[config.mk]
export PLATFORM = sky130hd
export DESIGN_NAME = siic_ops_flat
export DESIGN_NICKNAME = d
export VERILOG_FILES = /design/src/rtl/iic_pkg.sv /design/src/rtl/siic_ops_if.sv /design/src/rtl/iic_line_filter.sv /design/src/rtl/siic_ops.sv /design/src/flat_wrapper.sv
export SDC_FILE = /design/constraint.sdc
export NUM_CORES = 1
export LEC_CHECK = 0
export CAP_MARGIN = 20
export CORE_MARGIN = 3
export CORE_UTILIZATION = 40
export CTS_CLUSTER_SIZE = 16
export DETAILED_ROUTE_END_ITERATION = 10
export GPL_TIMING_DRIVEN = 0
export PLACE_DENSITY_LB_ADDON = 0.2
export SETUP_SLACK_MARGIN = 0.2
export SYNTH_ARGS = -nofsm -noshare
export SYNTH_HDL_FRONTEND = slang
export SYNTH_SLANG_ARGS = --single-unit
[constraint.sdc]
create_clock -name clk -period 2.4 [get_ports clk]
set_input_delay 0.36 -clock clk [delete_from_list [all_inputs] [get_ports clk]]
set_output_delay 0.36 -clock clk [all_outputs]
set_load 0.02 [all_outputs]
[src/rtl/iic_pkg.sv]
// Shared I2C definitions: target FSM state encodings and bus-condition helpers.
package iic_pkg;

    localparam logic [2:0] ST_IDLE     = 3'd0;
    localparam logic [2:0] ST_ADDR     = 3'd1;
    localparam logic [2:0] ST_ADDR_ACK = 3'd2;
    localparam logic [2:0] ST_WR_DATA  = 3'd3;
    localparam logic [2:0] ST_WR_ACK   = 3'd4;
    localparam logic [2:0] ST_RD_WAIT  = 3'd5;
    localparam logic [2:0] ST_RD_DATA  = 3'd6;
    localparam logic [2:0] ST_RD_ACK   = 3'd7;

    localparam logic [1:0] COND_NONE  = 2'd0;
    localparam logic [1:0] COND_START = 2'd1;
    localparam logic [1:0] COND_STOP  = 2'd2;

    // SDA moving while SCL is high is a bus condition, never data.
    function automatic logic [1:0] iic_cond(input logic scl_lvl,
                                            input logic sda_rise,
                                            input logic sda_fall);
        logic [1:0] c;
        c = COND_NONE;
        if (scl_lvl && sda_fall)      c = COND_START;
        else if (scl_lvl && sda_rise) c = COND_STOP;
        return c;
    endfunction

endpackage

[src/rtl/siic_ops_if.sv]
// User-side byte handshake between the I2C target and the local logic.
interface siic_ops_if;
    logic       wr_valid;
    logic [7:0] wr_data;
    logic       wr_first;
    logic       rd_req;
    logic       rd_valid;
    logic [7:0] rd_data;
    logic       rd_nack;
    logic       stop_det;

    modport slave (
        output wr_valid, wr_data, wr_first, rd_req, rd_nack, stop_det,
        input  rd_valid, rd_data
    );

    modport master (
        input  wr_valid, wr_data, wr_first, rd_req, rd_nack, stop_det,
        output rd_valid, rd_data
    );
endinterface

[src/rtl/iic_line_filter.sv]
// Bus line conditioning: 2-FF synchronizer, majority-free glitch filter, edge strobes.
module iic_line_filter #(
    parameter int unsigned FILTER_LEN = 3
) (
    input  logic clk,
    input  logic rst,
    input  logic pin,
    output logic level,
    output logic rise,
    output logic fall
);

    logic [1:0]            sync_q;
    logic [FILTER_LEN-1:0] hist;
    logic                  level_nxt;

    // Level only moves once the whole history window agrees.
    always_comb begin
        level_nxt = level;
        if (&hist)       level_nxt = 1'b1;
        else if (~|hist) level_nxt = 1'b0;
    end

    always_ff @(posedge clk) begin
        if (rst) begin
            sync_q <= 2'b11;
            hist   <= '1;
            level  <= 1'b1;
            rise   <= 1'b0;
            fall   <= 1'b0;
        end else begin
            sync_q <= {sync_q[0], pin};
            hist   <= FILTER_LEN'({hist, sync_q[1]});
            level  <= level_nxt;
            rise   <= level_nxt & ~level;
            fall   <= ~level_nxt & level;
        end
    end

endmodule

[src/rtl/siic_ops.sv]
// I2C target: address decode, write-byte receive with ACK, read-byte transmit with clock stretching.
module siic_ops
    import iic_pkg::*;
#(
    parameter logic [6:0]  SLAVE_ADDR = 7'h50,
    parameter int unsigned FILTER_LEN = 3
) (
    input  logic       clk,
    input  logic       rst,
    input  logic       scl_i,
    output logic       scl_o,
    output logic       scl_t,
    input  logic       sda_i,
    output logic       sda_o,
    output logic       sda_t,
    siic_ops_if.slave  bus
);

    logic scl_f, scl_rise, scl_fall;
    logic sda_f, sda_rise, sda_fall;

    iic_line_filter #(.FILTER_LEN(FILTER_LEN)) u_scl_filt (
        .clk(clk), .rst(rst), .pin(scl_i), .level(scl_f), .rise(scl_rise), .fall(scl_fall)
    );

    iic_line_filter #(.FILTER_LEN(FILTER_LEN)) u_sda_filt (
        .clk(clk), .rst(rst), .pin(sda_i), .level(sda_f), .rise(sda_rise), .fall(sda_fall)
    );

    logic [2:0] state, state_nxt;
    logic [2:0] bit_cnt, bit_cnt_nxt;
    logic [6:0] shreg, shreg_nxt;
    logic [6:0] tx, tx_nxt;
    logic       rnw, rnw_nxt;
    logic       first, first_nxt;
    logic       sda_t_q, sda_t_nxt;
    logic       scl_t_q, scl_t_nxt;
    logic       wr_valid_q, wr_valid_nxt;
    logic [7:0] wr_data_q, wr_data_nxt;
    logic       wr_first_q, wr_first_nxt;
    logic       rd_req_q, rd_req_nxt;
    logic       rd_nack_q, rd_nack_nxt;
    logic       stop_det_q, stop_det_nxt;
    logic [1:0] cond;

    assign scl_o        = 1'b0;
    assign sda_o        = 1'b0;
    assign scl_t        = scl_t_q;
    assign sda_t        = sda_t_q;
    assign bus.wr_valid = wr_valid_q;
    assign bus.wr_data  = wr_data_q;
    assign bus.wr_first = wr_first_q;
    assign bus.rd_req   = rd_req_q;
    assign bus.rd_nack  = rd_nack_q;
    assign bus.stop_det = stop_det_q;

    // Next-state and output decode; bus conditions override any SCL edge.
    always_comb begin
        state_nxt    = state;
        bit_cnt_nxt  = bit_cnt;
        shreg_nxt    = shreg;
        tx_nxt       = tx;
        rnw_nxt      = rnw;
        first_nxt    = first;
        sda_t_nxt    = sda_t_q;
        scl_t_nxt    = scl_t_q;
        wr_valid_nxt = 1'b0;
        wr_data_nxt  = wr_data_q;
        wr_first_nxt = wr_first_q;
        rd_req_nxt   = 1'b0;
        rd_nack_nxt  = 1'b0;
        stop_det_nxt = 1'b0;
        cond         = iic_cond(scl_f, sda_rise, sda_fall);

        if (cond == COND_START) begin
            state_nxt   = ST_ADDR;
            bit_cnt_nxt = 3'd0;
            sda_t_nxt   = 1'b1;
            scl_t_nxt   = 1'b1;
        end else if (cond == COND_STOP) begin
            state_nxt    = ST_IDLE;
            sda_t_nxt    = 1'b1;
            scl_t_nxt    = 1'b1;
            stop_det_nxt = 1'b1;
        end else begin
            case (state)
                ST_ADDR: if (scl_rise) begin
                    shreg_nxt   = {shreg[5:0], sda_f};
                    bit_cnt_nxt = bit_cnt + 3'd1;
                    if (bit_cnt == 3'd7) begin
                        bit_cnt_nxt = 3'd0;
                        if (shreg == SLAVE_ADDR) begin
                            rnw_nxt   = sda_f;
                            state_nxt = ST_ADDR_ACK;
                        end else begin
                            state_nxt = ST_IDLE;
                        end
                    end
                end
                // sda_t doubles as the phase flag: released = waiting to drive.
                ST_ADDR_ACK: if (scl_fall) begin
                    if (sda_t_q) begin
                        sda_t_nxt = 1'b0;
                    end else begin
                        sda_t_nxt = 1'b1;
                        if (rnw) begin
                            state_nxt  = ST_RD_WAIT;
                            scl_t_nxt  = 1'b0;
                            rd_req_nxt = 1'b1;
                        end else begin
                            state_nxt   = ST_WR_DATA;
                            first_nxt   = 1'b1;
                            bit_cnt_nxt = 3'd0;
                        end
                    end
                end
                ST_WR_DATA: if (scl_rise) begin
                    shreg_nxt   = {shreg[5:0], sda_f};
                    bit_cnt_nxt = bit_cnt + 3'd1;
                    if (bit_cnt == 3'd7) begin
                        bit_cnt_nxt  = 3'd0;
                        wr_valid_nxt = 1'b1;
                        wr_data_nxt  = {shreg, sda_f};
                        wr_first_nxt = first;
                        first_nxt    = 1'b0;
                        state_nxt    = ST_WR_ACK;
                    end
                end
                ST_WR_ACK: if (scl_fall) begin
                    if (sda_t_q) begin
                        sda_t_nxt = 1'b0;
                    end else begin
                        sda_t_nxt = 1'b1;
                        state_nxt = ST_WR_DATA;
                    end
                end
                ST_RD_WAIT: if (bus.rd_valid) begin
                    tx_nxt      = bus.rd_data[6:0];
                    sda_t_nxt   = bus.rd_data[7];
                    bit_cnt_nxt = 3'd0;
                    state_nxt   = ST_RD_DATA;
                end
                // First cycle here still holds SCL so the MSB settles before release.
                ST_RD_DATA: begin
                    if (!scl_t_q) begin
                        scl_t_nxt = 1'b1;
                    end else if (scl_fall) begin
                        if (bit_cnt == 3'd7) begin
                            sda_t_nxt   = 1'b1;
                            bit_cnt_nxt = 3'd0;
                            state_nxt   = ST_RD_ACK;
                        end else begin
                            sda_t_nxt   = tx[6];
                            tx_nxt      = {tx[5:0], 1'b0};
                            bit_cnt_nxt = bit_cnt + 3'd1;
                        end
                    end
                end
                ST_RD_ACK: begin
                    if (scl_rise) begin
                        if (!sda_f) begin
                            bit_cnt_nxt = 3'd1;
                        end else begin
                            rd_nack_nxt = 1'b1;
                            sda_t_nxt   = 1'b1;
                            state_nxt   = ST_IDLE;
                        end
                    end else if (scl_fall && bit_cnt == 3'd1) begin
                        bit_cnt_nxt = 3'd0;
                        scl_t_nxt   = 1'b0;
                        rd_req_nxt  = 1'b1;
                        state_nxt   = ST_RD_WAIT;
                    end
                end
                default: state_nxt = ST_IDLE;
            endcase
        end
    end

    always_ff @(posedge clk) begin
        if (rst) begin
            state      <= ST_IDLE;
            bit_cnt    <= 3'd0;
            shreg      <= 7'd0;
            tx         <= 7'd0;
            rnw        <= 1'b0;
            first      <= 1'b0;
            sda_t_q    <= 1'b1;
            scl_t_q    <= 1'b1;
            wr_valid_q <= 1'b0;
            wr_data_q  <= 8'd0;
            wr_first_q <= 1'b0;
            rd_req_q   <= 1'b0;
            rd_nack_q  <= 1'b0;
            stop_det_q <= 1'b0;
        end else begin
            state      <= state_nxt;
            bit_cnt    <= bit_cnt_nxt;
            shreg      <= shreg_nxt;
            tx         <= tx_nxt;
            rnw        <= rnw_nxt;
            first      <= first_nxt;
            sda_t_q    <= sda_t_nxt;
            scl_t_q    <= scl_t_nxt;
            wr_valid_q <= wr_valid_nxt;
            wr_data_q  <= wr_data_nxt;
            wr_first_q <= wr_first_nxt;
            rd_req_q   <= rd_req_nxt;
            rd_nack_q  <= rd_nack_nxt;
            stop_det_q <= stop_det_nxt;
        end
    end

endmodule

[src/flat_wrapper.sv]
// flat-port wrapper written by rule: the top's interface ports become plain ports
module siic_ops_flat import iic_pkg::*;
#(
    parameter logic [6:0]  SLAVE_ADDR = 7'h50,
    parameter int unsigned FILTER_LEN = 3
)
  (clk, rst, scl_i, scl_o, scl_t, sda_i, sda_o, sda_t, bus_wr_valid, bus_wr_data, bus_wr_first, bus_rd_req, bus_rd_nack, bus_stop_det, bus_rd_valid, bus_rd_data);
  siic_ops_if bus_i ();
  input  logic clk;
  input  logic rst;
  input  logic scl_i;
  output logic scl_o;
  output logic scl_t;
  input  logic sda_i;
  output logic sda_o;
  output logic sda_t;
  output wire logic [$bits(bus_i.wr_valid)-1:0] bus_wr_valid;
  output wire logic [$bits(bus_i.wr_data)-1:0] bus_wr_data;
  output wire logic [$bits(bus_i.wr_first)-1:0] bus_wr_first;
  output wire logic [$bits(bus_i.rd_req)-1:0] bus_rd_req;
  output wire logic [$bits(bus_i.rd_nack)-1:0] bus_rd_nack;
  output wire logic [$bits(bus_i.stop_det)-1:0] bus_stop_det;
  input wire logic [$bits(bus_i.rd_valid)-1:0] bus_rd_valid;
  input wire logic [$bits(bus_i.rd_data)-1:0] bus_rd_data;
  assign bus_wr_valid = bus_i.wr_valid;
  assign bus_wr_data = bus_i.wr_data;
  assign bus_wr_first = bus_i.wr_first;
  assign bus_rd_req = bus_i.rd_req;
  assign bus_rd_nack = bus_i.rd_nack;
  assign bus_stop_det = bus_i.stop_det;
  assign bus_i.rd_valid = bus_rd_valid;
  assign bus_i.rd_data = bus_rd_data;
  siic_ops #(.SLAVE_ADDR(SLAVE_ADDR), .FILTER_LEN(FILTER_LEN)) u_core (.clk(clk), .rst(rst), .scl_i(scl_i), .scl_o(scl_o), .scl_t(scl_t), .sda_i(sda_i), .sda_o(sda_o), .sda_t(sda_t), .bus(bus_i));
endmodule
=== After elaboration in Yosys (flattened, before gate mapping) ===
Index checks and enable logic that the tools add are counted.

* Word-level logic and storage cells: 190
* Output and inout bits: 17
* Bits in registers: 53
* Bits of input ports: 13

* $add $sub $neg: 1
* Bitwise operators: 13
* Equality and inequality tests: 50
* Muxes and demuxes: 73
* Reductions and logical operators: 28

{| class="wikitable"
|+ Operators by type and width
! operator !! count
|-
| 2-to-1 mux 3 bit || 27
|-
| 2-to-1 mux 1 bit || 32
|-
| 2-to-1 mux 7 bit || 4
|-
| AND reduction 14 bit || 2
|-
| inequality test 2 bit, second input constant || 13
|-
| inequality test 4 x 2 -> 1 bit, second input constant || 6
|-
| one-hot mux 3 bit (7 select lines) || 1
|-
| inequality test 2 x 1 -> 1 bit, second input constant || 8
|-
| inequality test 4 x 1 -> 1 bit, second input constant || 4
|-
| == test 3 bit, second input constant || 5
|-
| one-hot mux 3 bit (5 select lines) || 1
|-
| one-hot mux 7 bit (2 select lines) || 1
|-
| AND reduction 7 bit || 2
|-
| AND reduction 6 bit || 2
|-
| AND reduction 11 bit || 1
|-
| OR reduction 5 bit || 2
|-
| inverter 1 bit || 9
|-
| OR reduction 3 bit || 3
|-
| inequality test 4 bit, second input constant || 2
|-
| AND reduction 8 bit || 1
|-
| == test 7 bit, second input constant || 1
|-
| == test 3 x 1 -> 1 bit, second input constant || 2
|-
| == test 3 x 2 -> 1 bit, second input constant || 2
|-
| 2-to-1 mux 2 bit || 3
|-
| other kinds (20) || 31
|}

=== Longest topological paths before layout ===
* Word-level depth: 7
* Depth in mapped cells: 8
* Depth with buffers taken out: 7

=== By module ===
From an unflattened synthesis, not the netlist that was laid out.

* Cells, all modules: 255
* Area total of the unflattened synthesis: 2471.1 µm²

{| class="wikitable"
|+ Modules (own cells, without submodules)
! module !! instances !! cells an instance !! seq. area each (µm²) !! area an instance (µm²)
|-
| siic_ops || 1 || 215 || 740.7 || 1973.1
|-
| iic_line_filter || 2 || 20 || 160.2 || 249.0
|}

=== Worst setup path after synthesis ===
No wires, ideal clock.

* Path kind: register -> register
* From: register u_core.u_scl_filt.rise
* To: register u_core.bit_cnt[1]
* Setup slack: 0.734 ns
* Period minus slack after synthesis: 1.666 ns
* Stages on the path, launching flop included: 7
* Data required time: 2.330 ns
* Setup time: 0.070 ns
* Buffers on the path: 1
* Data arrival time: 1.596 ns
* Path through: dfxtp_1 > buf_6 > and4_4 > a2111oi_4 > o21ai_2 > or4_1 > a21oi_1

* Cells in the longest elaborated chain, start to end: 2
* Elaborated cells on any way between the ends: 6
* Those cells by class: eq/ne (3); mux (2); reduce/logical (1)

{| class="wikitable"
|+ Ends and longest elaborated chain
! element !! RTL line !! source
|-
| start: declaration || iic_line_filter.sv:9 || <nowiki>output logic rise,</nowiki>
|-
| start signal: assignment || iic_line_filter.sv:35 || <nowiki>rise <= level_nxt & ~level;</nowiki>
|-
| inequality test 3 bit (no source line), or another cell as far along || - ||
|-
| AND reduction 11 bit (no source line) or one-hot mux 3 bit (5 select lines) (tied branches) || - ||
|-
| end signal: assignment || siic_ops.sv:198 || <nowiki>bit_cnt <= bit_cnt_nxt;</nowiki>
|-
| end: declaration || siic_ops.sv:31 || <nowiki>logic [2:0] bit_cnt, bit_cnt_nxt;</nowiki>
|}

Several ways; a longest one is shown, not always the timed one.
A chain may end at the register's enable or synchronous reset.

=== Worst setup path in the final report ===
* From: register u_core.state[2]
* To: register u_core.state[0]

* Cells in the longest elaborated chain, start to end: 4
* Elaborated cells on any way between the ends: 25
* Those cells by class: eq/ne (21); mux (3); reduce/logical (1)

{| class="wikitable"
|+ Ends and longest elaborated chain
! element !! RTL line !! source
|-
| start: declaration || siic_ops.sv:30 || <nowiki>logic [2:0] state, state_nxt;</nowiki>
|-
| start signal: assignment || siic_ops.sv:197 || <nowiki>state <= state_nxt;</nowiki>
|-
| == test 3 bit, or another cell as far along || siic_ops.sv:86 || <nowiki>case (state)</nowiki>
|-
| one-hot mux 3 bit (7 select lines) || siic_ops.sv:86 ||
|-
| 2-to-1 mux 1 bit || siic_ops.sv:80 || <nowiki>end else if (cond == COND_STOP) begin</nowiki>
|-
| 2-to-1 mux 1 bit || siic_ops.sv:75 || <nowiki>if (cond == COND_START) begin</nowiki>
|}

Several ways; a longest one is shown, not always the timed one.

==> impl_metrics.toml <==
[power]
power-per-cell-area_nw_per_um2 = 715
p_sw_frac = 0.308
p_leak_nw = 1.23
max-vdd-ir-drop_v = 0.000437
clockPowerShare = 0.297
p_switching_uw = 659
pwr-share-seq = 0.435
comb_power_share = 0.268
intPower_mw = 1.48

[critical_path]
crit_path_end = "u_core.state[0]$_SDFFE_PP0P_"
cp_max_fo = 10
required_ns = 2.61
startpoint_type = "flop"
cpMostUsedCell = "a21oi_1"
worst-r2r-cell-count = 6
critPathLaunch = "u_core.state[2]$_SDFFE_PP0P_"
cp.depth = 6
crit_buf_inv = 1
critPathKind = "reg2reg"
r2r_slack_ns = 0.42
cp_data_arrival_time_ns = 2.19
timing.rr.end = "u_core.state[0]$_SDFFE_PP0P_"
cpPeakStageDelay_ns = 0.42
slowest_stage = "a211oi_1"
cp_top_family = "compound AO/OA/AOI/OAI gates"
r2r-start = "u_core.state[2]$_SDFFE_PP0P_"
cp-end-kind = "flop"
path_cells = "dlymetal6s2s_1 -> or2b_1 -> a21oi_1 -> a211oi_1 -> a21oi_1 -> mux2_1"

[floorplan]
io_pins = 30
fp.dieH_um = 85.4
fp.dieW_um = 85.4
initial_utilization = 0.418
die-area_um2 = 7280
num_rows = 28
core_um2 = 6030

[final_layout]
area_delta_synth_final_pct = 18.9
final-instance-count-excl-fill = 385
fill_cells = 594
final_nets = 325
final_area_um2 = 2990
drive_gt1_frac = 0.145
diodes = 0

[clock_tree]
htree_levels = 2
cts_buffer_depth = 2
holdBufCountCts = 0
clkTransAtPathRegs_ns = 0.10
cts_sinks = 53
cts_resized = 0
post_cts_buffers = 0
clock-root-buffer = "clkbuf_8"
cts_buffers = 5
clk-insertion-delay-late_ns = 0.31
tritoncts = "built"

[global_routing]
grt-ovfl-total = 0
grt_pass1_wl_mm = 9.30
grt_max_degree = 19
antenna_found_initial = 0
grt_util_all_layers = 0.157
grt_pass1_vias = 1990

[timing]
timing.clock.skew_ns = 0.00460
final_hold_viol_count = 0
setup_viol = 0
rsz0062_at_grt = "no"
period_needed_ns = 1.98
maxSlewViolCount = 0
finalCritPeriodShare = 0.824
max-slew-margin-rel = 0.581
worst_pin_slew_ns = 0.623
fmax_ghz = 0.506
tns_ns = 0

[placed_design]
portBuffers = 26
dp_hpwl_mm = 3.88
place_congestion = 0.908
dp.cells = 377
placed_area_um2 = 2880

[yosys]
ys_seq_elements = 53
postSynthAreaPerCell_um2 = 9.16
synth-async-reset-ratio = 0
synthesis.instances = 275
netlist_area_um2 = 2520
yosysWarnings = 0
synth_cell_types = 61
synth-edff-count = 0
synthFlopType = "dfxtp_1"
ys_seq_area_frac = 0.421

[drt]
wire_per_inst_um = 14.0
drcViolationCount = 0
vias_per_cell = 5.26
routed_wl_mm = 5.37
first_iter_violations = 186
first_pass_iters = 4
drtAntennaViolNets = 0
vias = 2024

[status]
status = "completed"

[flow_run]
max-cap-violations = 0

[worst_hold_path]
hold_path_class = "in2reg"
==> routing by layer <==
layer / share of wire / vias up / track usage
li1: - / 1023 / -
met1: 0.47 / 932 / 0.203
met2: 0.46 / 60 / 0.250
met3: 0.053 / 9 / 0.0320
met4: 0.020 / 0 / 0.0705
met5: 0 / - / 0
==> power by group through the flow <==
stage | registers, mW | logic, mW | clock network (mW)
after floorplan | 0.948 | 0.444 | 0
after global placement | 0.950 | 0.570 | 0
after detailed placement | 0.951 | 0.567 | 0
after CTS | 0.931 | 0.568 | 0.657
after global routing | 0.935 | 0.632 | 0.684
final | 0.931 | 0.575 | 0.635
==> registers in the layout, indices dropped and copies added, names as in the netlist, 3 cells and up <==
| name | cells |
|---|---|
| u_core.bit_cnt | 3 |
| u_core.bus.wr_data | 8 |
| u_core.shreg | 7 |
| u_core.state | 3 |
| u_core.tx | 7 |
| u_core.u_scl_filt.hist | 3 |
| u_core.u_sda_filt.hist | 3 |
==> through the flow <==
| step | hold WS [ns] | util | total power [mW] | setup WS [ns] |
|---|---|---|---|---|
| after floorplan | 0.389 | - | 1.39 | 0.734 |
| after CTS | 0.337 | 0.497 | 2.16 | 0.424 |
| after global routing | 0.341 | 0.497 | 2.25 | 0.262 |
| final | 0.348 | 0.497 | 2.14 | 0.422 |
| after detailed placement | 0.395 | 0.477 | 1.52 | 0.322 |
| after global placement | 0.390 | 0.477 | 1.52 | 0.301 |
==> synth_stat cells, types with 3 or more instances <==
| cell type | count | area [um2] |
|---|---|---|
| a211oi_1 | 8 | 60.1 |
| nand4b_1 | 3 | 26.3 |
| o21ai_0 | 11 | 55.1 |
| inv_1 | 8 | 30.0 |
| clkbuf_1 | 4 | 15.0 |
| mux2i_1 | 22 | 220 |
| nor2_1 | 44 | 165 |
| nor3_1 | 3 | 15.0 |
| or2_2 | 10 | 62.6 |
| dfxtp_1 | 53 | 1060 |
| nand2_1 | 7 | 26.3 |
| ha_1 | 3 | 37.5 |
| nand3_1 | 8 | 40.0 |
| nand2b_1 | 6 | 37.5 |
| buf_4 | 3 | 22.5 |
| buf_6 | 5 | 56.3 |
| buf_2 | 5 | 25.0 |
| a21oi_1 | 17 | 85.1 |
==> cell usage in the layout, fill, tap and decap left out, types with 2 or more instances in the layout <==
master and n:
and3_1 2, clkbuf_8 6, buf_2 5, inv_2 2, mux2i_1 22, inv_1 8
o211ai_1 2, nand4_1 2, clkdlybuf4s50_1 26, a21oi_1 17, nor3b_1 2, nand4b_1 3
dfxtp_1 53, buf_4 3, nand3_1 8, o21bai_1 2, nor2_1 44, nand2b_1 6
nor4_1 2, or2_2 10, buf_6 5, a211oi_1 8, a31oi_1 2, conb_1 2
o21ai_0 11, nand2_1 7, o22ai_1 2, nor3_1 3, a21o_1 2, nand3b_1 2
clkbuf_1 4, nor2b_1 2, ha_1 3
==> cell families after synthesis <==
logic type | Yosys count | share of synthesized area
mux | 23 | 0.0919
fa+ha+maj | 3 | 0.0149
simple gates | 107 | 0.236
other cells | 1 | 0.00149
compound gates | 59 | 0.162
flops | 53 | 0.421
buf+inv | 29 | 0.0725
==> layout make-up <==
| cell class | instances | area [um2] | share of cell area |
|---|---|---|---|
| Buffer | 19 | 145 | 0.0485 |
| Clock buffer | 5 | 68.8 | 0.0230 |
| Clock inverter | 3 | 48.8 | 0.0163 |
| Inverter | 10 | 37.5 | 0.0125 |
| Multi-Input combinational cell | 194 | 1280 | 0.427 |
| Sequential cell | 53 | 1060 | 0.354 |
| Tap cell | 75 | 93.8 | 0.0313 |
| Timing Repair Buffer | 26 | 260 | 0.0869 |
==> how the worst min path moves through the flow <==
stage                                        endpoint  cells past startpoint                              startpoint
5_1_grt            u_core.u_scl_filt.level$_SDFF_PP1_                      2                                     rst
4_1_cts            u_core.u_scl_filt.level$_SDFF_PP1_                      2                                     rst
3_3_place_gp   u_core.u_scl_filt.sync_q[1]$_SDFF_PP1_                      1  u_core.u_scl_filt.sync_q[0]$_SDFF_PP1_
6_report           u_core.u_scl_filt.level$_SDFF_PP1_                      2                                     rst
2_1_floorplan    u_core.u_scl_filt.hist[0]$_SDFF_PP1_                      1  u_core.u_scl_filt.sync_q[1]$_SDFF_PP1_
3_5_place_dp   u_core.u_sda_filt.sync_q[1]$_SDFF_PP1_                      1  u_core.u_sda_filt.sync_q[0]$_SDFF_PP1_
No activity file was read; power rests on OpenSTA's default activity.
